## src/rtl/sram_ctrl_pkg.sv

```systemverilog
// Shared state encoding and constants for the 16-bit asynchronous SRAM controller.
package sram_ctrl_pkg;

  typedef enum logic [1:0] {
    ST_IDLE = 2'd0,
    ST_LOW  = 2'd1,
    ST_HIGH = 2'd2,
    ST_DONE = 2'd3
  } state_t;

  localparam logic PH_LOW  = 1'b0;
  localparam logic PH_HIGH = 1'b1;

  localparam int DEFAULT_BASE_ADDR = 1024;

endpackage

```

## src/rtl/sram_wait_counter.sv

```systemverilog
// Per-phase wait counter; terminal flags the last cycle a half-word phase is held.
module sram_wait_counter #(
  parameter int WAIT_CYCLES = 2
) (
  input  logic clk,
  input  logic rst,
  input  logic clear,
  input  logic enable,
  output logic terminal
);

  logic [3:0] count;

  always_ff @(posedge clk) begin
    if (rst)         count <= '0;
    else if (clear)  count <= '0;
    else if (enable) count <= count + 4'd1;
  end

  assign terminal = (count == 4'(WAIT_CYCLES - 1));

endmodule

```

## src/rtl/sram_controller.sv

```systemverilog
// Splits each 32-bit LDR/STR into two half-word SRAM phases and freezes the pipeline via ready.
module sram_controller
  import sram_ctrl_pkg::*;
#(
  parameter int BASE_ADDR   = DEFAULT_BASE_ADDR,
  parameter int SRAM_AW     = 18,
  parameter int WAIT_CYCLES = 2
) (
  input  logic               clk,
  input  logic               rst,
  input  logic               rd_en,
  input  logic               wr_en,
  input  logic [31:0]        address,
  input  logic [31:0]        write_data,
  output logic [31:0]        read_data,
  output logic               ready,
  output logic [SRAM_AW-1:0] sram_addr,
  output logic [15:0]        sram_dq_o,
  input  logic [15:0]        sram_dq_i,
  output logic               sram_dq_oe,
  output logic               sram_ce_n,
  output logic               sram_oe_n,
  output logic               sram_we_n,
  output logic               sram_ub_n,
  output logic               sram_lb_n
);

  state_t state, state_d;
  logic [31:0] addr_q, addr_d, data_q, data_d;
  logic        op_wr, op_wr_d;
  logic        busy, terminal;

  logic               active_d, phase_d;
  logic [SRAM_AW-2:0] word_d;

  assign busy = (state == ST_LOW) || (state == ST_HIGH);

  sram_wait_counter #(.WAIT_CYCLES(WAIT_CYCLES)) u_wait (
    .clk      (clk),
    .rst      (rst),
    .clear    (~busy | terminal),
    .enable   (busy),
    .terminal (terminal)
  );

  always_comb begin
    state_d = state;
    addr_d  = addr_q;
    data_d  = data_q;
    op_wr_d = op_wr;
    case (state)
      ST_IDLE: if (rd_en | wr_en) begin
        addr_d  = address;
        data_d  = write_data;
        op_wr_d = wr_en;
        state_d = ST_LOW;
      end
      ST_LOW:  if (terminal) state_d = ST_HIGH;
      ST_HIGH: if (terminal) state_d = ST_DONE;
      ST_DONE: state_d = ST_IDLE;
      default: state_d = ST_IDLE;
    endcase
  end

  // Pins are registered from the next state so strobes change cleanly on the phase edge.
  always_comb begin
    active_d = (state_d == ST_LOW) || (state_d == ST_HIGH);
    phase_d  = (state_d == ST_HIGH) ? PH_HIGH : PH_LOW;
    word_d   = (SRAM_AW-1)'((addr_d - 32'(BASE_ADDR)) >> 2);
  end

  always_ff @(posedge clk) begin
    if (rst) begin
      state      <= ST_IDLE;
      addr_q     <= '0;
      data_q     <= '0;
      op_wr      <= 1'b0;
      read_data  <= '0;
      sram_addr  <= '0;
      sram_dq_o  <= '0;
      sram_dq_oe <= 1'b0;
      sram_ce_n  <= 1'b1;
      sram_oe_n  <= 1'b1;
      sram_we_n  <= 1'b1;
    end else begin
      state      <= state_d;
      addr_q     <= addr_d;
      data_q     <= data_d;
      op_wr      <= op_wr_d;
      sram_addr  <= {word_d, phase_d};
      sram_dq_o  <= (phase_d == PH_HIGH) ? data_d[31:16] : data_d[15:0];
      sram_dq_oe <= active_d & op_wr_d;
      sram_ce_n  <= ~active_d;
      sram_oe_n  <= ~(active_d & ~op_wr_d);
      sram_we_n  <= ~(active_d & op_wr_d);
      if (state == ST_LOW && terminal && !op_wr)  read_data[15:0]  <= sram_dq_i;
      if (state == ST_HIGH && terminal && !op_wr) read_data[31:16] <= sram_dq_i;
    end
  end

  assign ready     = (state == ST_IDLE) ? ~(rd_en | wr_en) : (state == ST_DONE);
  assign sram_ub_n = 1'b0;
  assign sram_lb_n = 1'b0;

endmodule
```

## config.mk

```make
export PLATFORM = sky130hd
export DESIGN_NAME = sram_controller
export DESIGN_NICKNAME = d
export VERILOG_FILES = /design/src/rtl/sram_ctrl_pkg.sv /design/src/rtl/sram_wait_counter.sv /design/src/rtl/sram_controller.sv
export SDC_FILE = /design/constraint.sdc
export NUM_CORES = 1
export LEC_CHECK = 0
export CAP_MARGIN = 15
export CORE_MARGIN = 8
export CORE_UTILIZATION = 45
export CTS_CLUSTER_SIZE = 10
export DETAILED_ROUTE_END_ITERATION = 16
export PLACE_DENSITY_LB_ADDON = 0.2
export SETUP_SLACK_MARGIN = 0.4
export SYNTH_ARGS = -nofsm -noshare
export SYNTH_HDL_FRONTEND = slang
export SYNTH_SLANG_ARGS = --single-unit
```

## constraint.sdc

```tcl
create_clock -name clk -period 2.66 [get_ports clk]
set_input_delay 0.532 -clock clk [delete_from_list [all_inputs] [get_ports clk]]
set_output_delay 0.532 -clock clk [all_outputs]
set_load 0.01 [all_outputs]
```

==> impl_metrics.py <==
metrics = {
    "clock_tree": {
        "numCtsBuffers": 17,
        "path_clk_slew_ns": 0.06,
        "insertion_delay_ns": 0.51,
        "cts_tree": "built",
        "root_buffer": "clkbuf_8",
        "cts_buffer_depth": 2,
        "clock_sinks": 118,
        "ctsHoldBuffers": 0,
        "h-tree-depth": 4,
    },
    "timing": {
        "report.final.slew_viol_count": 0,
        "max_slew_margin_pct": 58.6,
        "worstMarginPinSlew_ns": 0.622,
        "period_needed_ns": 2.18,
        "post-route-period-util_pct": 82.1,
        "fin_setup_tns_ns": 0,
        "setup_viol": 0,
        "hold_violations": 0,
        "rsz0062_at_grt": "no",
        "clock_skew_ns": 0.00534,
        "max_clock_freq_ghz": 0.458,
    },
    "power_and_ir_drop": {
        "power.density_mw_per_mm2": 789,
        "ir_drop_mv": 0.510,
        "fin_total_pwr_mw": 5.18,
        "power.leakage_nw": 2.55,
    },
    "worst_setup_path": {
        "cp_num_buf_inv": 1,
        "cp-start-kind": "flop",
        "crit_fanout": 4,
        "path_cells": "inv_1 -> ha_2 -> or3b_4 -> a211o_1 -> o21ai_2 -> ha_1 -> or2_4 -> or2_4",
        "path_common_cell": "or2_4",
        "required_ns": 3.06,
        "worstSetupEndpointType": "flop",
        "critPathMaxStageDelay_ns": 0.40,
        "rrSetupSlack_ns": 0.48,
        "arrival_ns": 2.58,
        "critPathKind": "flop to flop",
        "cp_top_family": "simple AND/OR/NAND/NOR gates",
        "cp_slowest_cell": "or3b_4",
    },
    "placed_design": {
        "place.port_buffers": 139,
        "dpl-instance-area_sq_mm": 0.00588,
        "place.gp.congestion": 0.812,
        "post-dp-hpwl_microns": 8330,
        "dp_cells": 731,
    },
    "floorplanning": {
        "die_w_microns": 115,
        "initial_utilization_pct": 45.8,
        "ioPinCount": 157,
        "fp.dieH_microns": 115,
        "fp-row-count": 36,
        "core_sq_mm": 0.00968,
        "die_area_sq_mm": 0.0133,
    },
    "global_routing": {
        "grt_max_degree": 46,
        "track_usage_pct": 17.9,
        "grt_pass1_wl_microns": 18600,
        "antenna_found_initial": 0,
        "first_global_vias": 3849,
        "overflow": 0,
    },
    "route": {
        "first_pass_iters": 4,
        "via_count": 3761,
        "drt_wl_total_microns": 11800,
        "ant_nets": 0,
        "via_per_inst": 4.90,
        "first_iter_violations": 197,
        "drc": 0,
        "wl_per_cell_microns": 15.4,
    },
    "synthesis": {
        "syn_avg_cell_area_sq_um": 9.21,
        "synth_fa_ha_area_share_pct": 2.82,
        "ys_warn_count": 0,
        "synthSimpleGateAreaFrac_pct": 17.5,
        "syn_area_sq_mm": 0.00444,
        "synth_cell_types": 52,
        "synth_seq_cells": 118,
        "synth.yosys.seq_area_share_pct": 53.2,
        "synthCells": 482,
        "synth_xor_area_share_pct": 0.592,
        "synth_mux_area_share_pct": 6.79,
        "synth_compound_area_share_pct": 13.3,
        "synth_top_family_by_area": "simple AND/OR/NAND/NOR gates",
    },
    "cells_and_area": {
        "drive_gt1_share_pct": 12.8,
        "final_util_pct": 67.8,
        "final_area_sq_mm": 0.00657,
        "diodes": 0,
        "area_delta_synth_final_pct": 48.0,
        "layoutNonFillerInstCount": 768,
        "fin_nets": 716,
    },
    "worst_hold_path": {
        "holdCritPathClass": "input pin to flop",
    },
    "run_status": {
        "status": "finished clean",
    },
    "run": {
        "maxCapViolations": 0,
    },
}
## worst paths after layout
path,cells after the start,start,endpoint
setup / recovery,8,u_wait.count[1]$_SDFFE_PP0N_,sram_we_n$_SDFF_PP1_
hold / removal,2,rst,addr_q[14]$_SDFF_PP0_
setup reg to reg,8,u_wait.count[1]$_SDFFE_PP0N_,sram_we_n$_SDFF_PP1_
hold reg to reg,1,u_wait.count[0]$_SDFFE_PP0N_,u_wait.count[0]$_SDFFE_PP0N_
## report_power, final
| part | leakage, nW | internal [mW] | switching (mW) |
|---|---|---|---|
| Sequential | 0.970 | 1.93 | 0.0600 |
| Clock | 0.288 | 1.46 | 0.826 |
| Combinational | 1.29 | 0.477 | 0.431 |
| Total | 2.55 | 3.86 | 1.32 |
## through the flow
step	hold WS, ns	worst slack (ns)
6_report	0.417	0.476
5_1_grt	0.422	0.400
4_1_cts	0.381	0.397
3_5_place_dp	0.447	0.00637
3_3_place_gp	0.441	0.0742
2_1_floorplan	0.434	0.419
## cell type report
| type | instances | area, sq um |
|---|---|---|
| Clock buffer | 18 | 428 |
| Tap cell | 133 | 166 |
| Fill cell | 777 | 3120 |
| Sequential cell | 118 | 2370 |
| Multi-Input combinational cell | 321 | 1860 |
| Inverter | 6 | 22.5 |
| Timing Repair Buffer | 158 | 1540 |
| Clock inverter | 14 | 175 |
## worst register-to-register path: cells and delay by family, from the launching register on
| kind | cells | cell delay, ns |
|---|---|---|
| adder cells (fa/ha/maj) | 2 | 0.41 |
| flip-flops | 1 | 0.32 |
| AND/OR/NAND/NOR | 3 | 0.89 |
| buffers and inverters | 1 | 0.06 |
| AO/OA/AOI/OAI | 2 | 0.39 |
## Yosys cell counts (all sizes together)
cell type,instances,area [sq um]
nand2,120,455
dfxtp,118,2360
a21oi,60,308
nor2,39,146
buf,24,175
mux2i,23,234
a2bb2oi,16,153
clkbuf,14,55.1
ha,10,125
inv,6,22.5
mux2,6,67.6
nor2b,5,31.3
nand3,4,20.0
o21ai,4,31.3
or3,4,31.3
and2,3,18.8
nand3b,2,15.0
nor3,2,10.0
o311ai,2,17.5
or2,2,12.5
xor2,2,17.5
a211o,1,8.76
a21boi,1,7.51
a21o,1,7.51
a22oi,1,7.51
a31oi,1,6.26
a41oi,1,8.76
conb,1,3.75
nand2b,1,6.26
nand4,1,6.26
nor4b,1,15.0
o2111a,1,11.3
o211ai,1,7.51
o21a,1,7.51
o31ai,1,7.51
or3b,1,8.76
xnor2,1,8.76
## routing by layer
| metal | track usage [%] | routed length [microns] | vias up | share of wire [%] |
|---|---|---|---|---|
| met5 | 0 | 0 | - | 0 |
| met4 | 6.04 | 108 | 0 | 0.91 |
| met3 | 6.93 | 825 | 9 | 7.0 |
| met2 | 31.6 | 6040 | 105 | 51 |
| met1 | 19.0 | 4830 | 1764 | 41 |
| li1 | - | - | 1883 | - |
## kinds of logic (layout without fill, tap and decap cells)
kind of cell    count (synthesis)  in the layout
compound gates                 92             92
xor+xnor                        3              3
fa+ha+maj                      10             10
buf+inv                        44            196
flops                         118            118
mux                            29             29
other cells                     1              2
simple gates                  185            185
## cells in the final DEF, fill, tap and decap left out, drive strengths merged, types with 3 or more instances in the layout
| cell type | count |
|---|---|
| and2 | 3 |
| nand3 | 4 |
| nand2 | 120 |
| dfxtp | 118 |
| clkinv | 6 |
| or3 | 4 |
| bufinv | 3 |
| mux2 | 6 |
| clkbuf | 18 |
| buf | 20 |
| a21oi | 60 |
| mux2i | 23 |
| a2bb2oi | 16 |
| inv | 8 |
| o21ai | 4 |
| clkinvlp | 3 |
| ha | 10 |
| nor2 | 39 |
| clkdlybuf4s50 | 135 |
| nor2b | 5 |
## state kept, by name, summed over array words and instances (netlist names)
signal / flops
sram_addr: 18
sram_we_n: 1
sram_dq_o: 16
addr_q: 9
sram_dq_oe: 1
read_data: 32
sram_oe_n: 1
op_wr: 1
sram_ce_n: 1
data_q: 32
state: 2
u_wait.count: 4
## repair_timing
| action | in CTS | in global routing |
|---|---|---|
| pin swaps | 3 | 3 |
| setup buffers | 4 | 1 |
| endpoints found under the setup margin | 14 | 11 |
| gates resized for setup | 15 | 8 |
| gates cloned | 0 | 0 |
Note: power is estimated with default switching activity, not from simulation.
==> edit 1, RTL diff (same settings) <==
Set the parameter `SRAM_AW` to 36 (it was 18).
--- a/src/rtl/sram_controller.sv
+++ b/src/rtl/sram_controller.sv
@@ -3,7 +3,7 @@
   import sram_ctrl_pkg::*;
 #(
   parameter int BASE_ADDR   = DEFAULT_BASE_ADDR,
-  parameter int SRAM_AW     = 18,
+  parameter int SRAM_AW     = 36,
   parameter int WAIT_CYCLES = 2
 ) (
   input  logic               clk,
Ports: changed (resized sram_addr); port bits go from 157 to 175. The function was not compared with the original's and may differ.
==> edit 1 against the unedited design <==
Wire length rose by 31%; critical path type unchanged; critical path depth rose by 2; area after synthesis rose by 29%; non-clock buffer count rose by 53; power rose by 22%; sequential cell count rose by 27; final area rose by 27%; worst setup slack got worse by 0.11 ns.
==> edit 1: results (changes against the unedited design) <==
* Status: completed
* Seq/total area at 34.88% (-1.2 points)
* Adder-cell area share of the yosys netlist at 2.185% (-0.63 points)
* VDD IR max at 0.0004595 V (-9.9%)
* GP Congestion at 0.8697 (+7.1%)
* Final-layout non-clock buffer area share at 24.27% (+0.77 points)
* Place WS at -0.2010 ns (-0.2074 ns)
* Met2 Usage GRT at 30.14% (-1.5 points)
* Crit Path Max Fanout at 5 (+1)
* Design area at 8352 sq um (+27%)
* Mapped Avg Cell Area at 8.891 sq um (-3.4%)
* Internal at 4.573 mW (+18%)
* Sequential area share after synthesis at 50.70% (-2.5 points)
* Clock latency on the worst-skew pair at 0.41 ns (-0.10 ns)
* Max incr delay on CP at 0.38 ns (-0.02 ns)
* Post-Synth XOR/XNOR Area at 1.989% (+1.4 points)
* GR Util met1 at 21.49% (+2.5 points)
* Worst Setup SP: state[1]
* Share of layout cells above drive strength 1 at 13.96% (+1.2 points)
* Root buf cell: clkbuf_16
* Non-filler cells, final at 1,010 (+32%)
* Leading post-synthesis cells by cell area: dfxtp_1 (51%), nand2_1 (8.7%), a21oi_1 (7.2%)
* Starting DRT DRC Count at 327 (+66%)
* Synth top cells by count: dfxtp_1 (145), nand2_1 (132), a21oi_1 (82), nor2_1 (79), mux2i_1 (34)
* # clock sinks at 145 (+23%)
* End of the critical path: sram_addr[27]
* Hold path depth at 1 (-1)
* CP delay by family, top: multiplexers
* First-pass GRT wire length at 24.65 mm (+32%)
* Distinct cells, synth at 47 (-9.6%)
* Total track usage at 18.74% (+0.86 points)
* Critical-path top delay cell: dfxtp_4
* #MultiIn Comb at 448 (+40%)
edit 1: changes by cell type after synthesis, sizes merged, moves of 7 or more:
cell	change
a21oi	+25
clkbuf	+7
or4	+8
nor4	+11
xnor2	+9
nor2	+40
mux2i	+11
a2bb2oi	-16
nor3	+13
nand2	+12
dfxtp	+27
edit 1: metrics by stage:
step	hold slack (ns)	total power, mW
floorplan	0.4335	3.464
global placement	0.4423	4.062
detailed placement	0.4474	4.102
CTS	0.4539	6.326
global route	0.4656	6.625
finish	0.4451	6.303
edit 1: routing by layer:
| layer | vias to the layer above | share of wire (%) |
|---|---|---|
| met2 | 171 | 47 |
| met5 | - | 0 |
| met1 | 2370 | 42 |
| met3 | 23 | 8.7 |
| li1 | 2504 | - |
| met4 | 0 | 1.8 |
edit 1: logic make-up after synthesis:
| logic type | count (synthesis) |
|---|---|
| simple gates | 270 |
| compound gates | 110 |
| buf+inv | 54 |
| mux | 41 |
| flops | 145 |
| fa+ha+maj | 10 |
| other cells | 1 |
| xor+xnor | 13 |
edit 1: power groups by stage:
stage	Sequential, mW	Combinational, mW	Clock, mW
4_1_cts	2.53	1.57	2.22
3_5_place_dp	2.57	1.53	0
2_1_floorplan	2.61	0.857	0
6_report	2.53	1.61	2.16
5_1_grt	2.56	1.75	2.32
3_3_place_gp	2.56	1.50	0
edit 1: repair_timing:
| action | in CTS | in global routing |
|---|---|---|
| cloned | 0 | 0 |
| pin swaps | 7 | 8 |
| endpoints found under the setup margin | 11 | 37 |
| buffers inserted | 4 | 7 |
| resized for setup | 14 | 13 |
==> edit 2, RTL diff (config.mk and constraints unchanged) <==
Without the edit above. Take the reset off `addr_q` and load it in a clocked block of its own.
--- a/src/rtl/sram_controller.sv
+++ b/src/rtl/sram_controller.sv
@@ -72,7 +72,6 @@
   always_ff @(posedge clk) begin
     if (rst) begin
       state      <= ST_IDLE;
-      addr_q     <= '0;
       data_q     <= '0;
       op_wr      <= 1'b0;
       read_data  <= '0;
@@ -84,7 +83,6 @@
       sram_we_n  <= 1'b1;
     end else begin
       state      <= state_d;
-      addr_q     <= addr_d;
       data_q     <= data_d;
       op_wr      <= op_wr_d;
       sram_addr  <= {word_d, phase_d};
@@ -98,6 +96,10 @@
     end
   end
 
+  always_ff @(posedge clk) begin
+    addr_q <= addr_d;
+  end
+
   assign ready     = (state == ST_IDLE) ? ~(rd_en | wr_en) : (state == ST_DONE);
   assign sram_ub_n = 1'b0;
   assign sram_lb_n = 1'b0;
Behaviour: not the same (a bounded check fails within 4 cycles, from zero or initial values and one cycle with rst high).
==> edit 2 against the unedited design <==
Cell count is 0.65% higher; final area is 1.5% higher; area after synthesis is 1.3% higher; sequential share of layout area is 1.9 points higher; core utilization is 0.71 points higher; clock skew is 0.0031 ns higher; wire length is 5.1% lower; sequential power is 7% higher; register-to-register slack worse by 0.02 ns; worst setup slack worse by 0.047 ns; critical path depth is 4 lower; sequential cell count is 8 higher; via count is 0.37% higher; power is 1.9% lower.
==> edit 2: results (changes against the unedited design) <==
* Yosys Warn Count at 0 (unchanged)
* Crit Path Max Fanout at 5 (+1)
* DPL Wire Length at 8.097 mm (-2.8%)
* First-pass GRT wire length at 17.70 mm (-4.9%)
* Status: completed
* Via/cell ratio at 4.884 (-0.28%)
* Share of layout cells above drive strength 1 at 11.72% (-1.0 points)
* Starting DRT DRC Count at 139 (-29%)
* Routed WL per cell at 14.49 microns (-5.7%)
* Largest net degree at the start of global routing at 41 (-11%)
* IO buf count at 139 (unchanged)
* Final Skew at 0.008449 ns (+0.003110 ns)
* GP Congestion at 0.7647 (-5.8%)
* Min-delay worst type: reg -> reg
* Total track usage at 16.65% (-1.2 points)
* CTS H-tree lvls at 4 (unchanged)
* Max-Slew Margin vs Limit at 56.59% (-2.0 points)
* Clock latency on the worst-skew pair at 0.50 ns
* DP Area at 6051 sq um (+2.9%)
* Fillers at 787 (+1.3%)
* Reg clk slew, reported paths at 0.06 ns (about the same)
* Place WS at -0.02076 ns (-0.02713 ns)
* Post-synthesis mux area share at 5.958% (-0.84 points)
* Async set or reset register ratio after synthesis at 0% (unchanged)
* Distinct cells, synth at 46 (-12%)
* Leak at 2.610 nW (+2.3%)
* Number of global-route vias before repair at 3,827 (-0.57%)
* Fin nets at 721 (+0.70%)
* Initial antenna violation count at 0 (unchanged)
* Router iterations before antenna repair at 4 (unchanged)
* Synth top cells by count: nand2_1 (134), dfxtp_1 (126), a21oi_1 (61), nor2_1 (31), mux2i_1 (20)
* Synth Area in Compound Gates at 12.44% (-0.83 points)
* Inserted Diodes at 0 (unchanged)
* Root buf cell: clkbuf_8
* Longest Clk Path Bufs at 2 (unchanged)
* Leading post-synthesis cells by cell area: dfxtp_1 (56%), nand2_1 (11%), a21oi_1 (6.8%)
* Sequential area share after synthesis at 56.12% (+2.9 points)
* Post-Synth XOR/XNOR Area at 0.9744% (+0.38 points)
* Adder-cell area share of the yosys netlist at 2.506% (-0.31 points)
* VDD IR max at 0.0004516 V (-11%)
edit 2: changes by cell type after synthesis, moves of 3 or more:
cell      before  now
a21oi_1       58   61
mux2_1         3    0
buf_4         14    3
nand2_1      118  134
nand3_1        4    1
dfxtp_1      118  126
nor2b_1        5    1
mux2_2         3    6
clkbuf_1      12   15
nor2_1        39   31
edit 2: path summary, 6_finish.rpt:
kind / from / endpoint / slack (ns) / cells after the start
worst max register to register: u_wait.count[0] / sram_we_n / 0.46 / 7
worst min-delay path: u_wait.count[0] / u_wait.count[0] / 0.44 / 1
worst min register to register: u_wait.count[0] / u_wait.count[0] / 0.44 / 1
worst max-delay path: state[1] / ready / 0.43 / 4
edit 2: repair_timing:
| action | CTS | global route |
|---|---|---|
| setup endpoints to repair | 3 | 16 |
| cloned | 0 | 0 |
| buffers inserted | 2 | 1 |
| gates resized for setup | 8 | 7 |
| pin swaps | 2 | 1 |
edit 2: area by class of cell:
cell class	count	area share [%]
clock buffer	19	6.625
clock inverter	12	2.027
inverter	6	0.3378
multi-input combinational	325	27.83
sequential	126	37.91
tap	133	2.496
timing repair buffer	152	22.77
edit 2: report_power, final:
| group | leakage, nW | switching (mW) | internal, mW |
|---|---|---|---|
| Sequential | 1.04 | 0.0682 | 2.06 |
| Clock | 0.285 | 0.818 | 1.38 |
| Combinational | 1.29 | 0.344 | 0.404 |
| Total | 2.61 | 1.23 | 3.85 |
edit 2: kinds of logic (layout without fill, tap and decap cells):
group	Yosys count	in the layout
XOR/XNOR	5	5
AND/OR/NAND/NOR	191	191
flip-flops	126	126
multiplexers	26	26
adder cells (fa/ha/maj)	9	9
other	1	2
AO/OA/AOI/OAI	92	92
buffers and inverters	35	189
edit 2: critical path, cell delays in order, from the launching register on:
cell           delay [ns]
dfxtp_2              0.34
inv_2                0.08
ha_4                 0.17
mux2_2               0.33
dlygate4sd2_1        0.28
edit 2: metal layers:
metal,track usage (%),wire [microns],vias to the layer above
met4,6.569,91,0
met2,28.09,5388,115
met3,6.618,960,6
met1,18.36,4762,1752
met5,0,0,-
li1,-,-,1902
edit 2: stage by stage:
stage          setup TNS [ns]  cells  power (mW)  utilization (%)
6_report                    0    773       5.077            68.52
5_1_grt                     0    773       5.292            68.52
4_1_cts                     0    772       5.118            68.30
3_5_place_dp         -0.02467    739       2.912            62.19
3_3_place_gp                0    739       2.889            62.19
2_1_floorplan               0    486       2.555                -
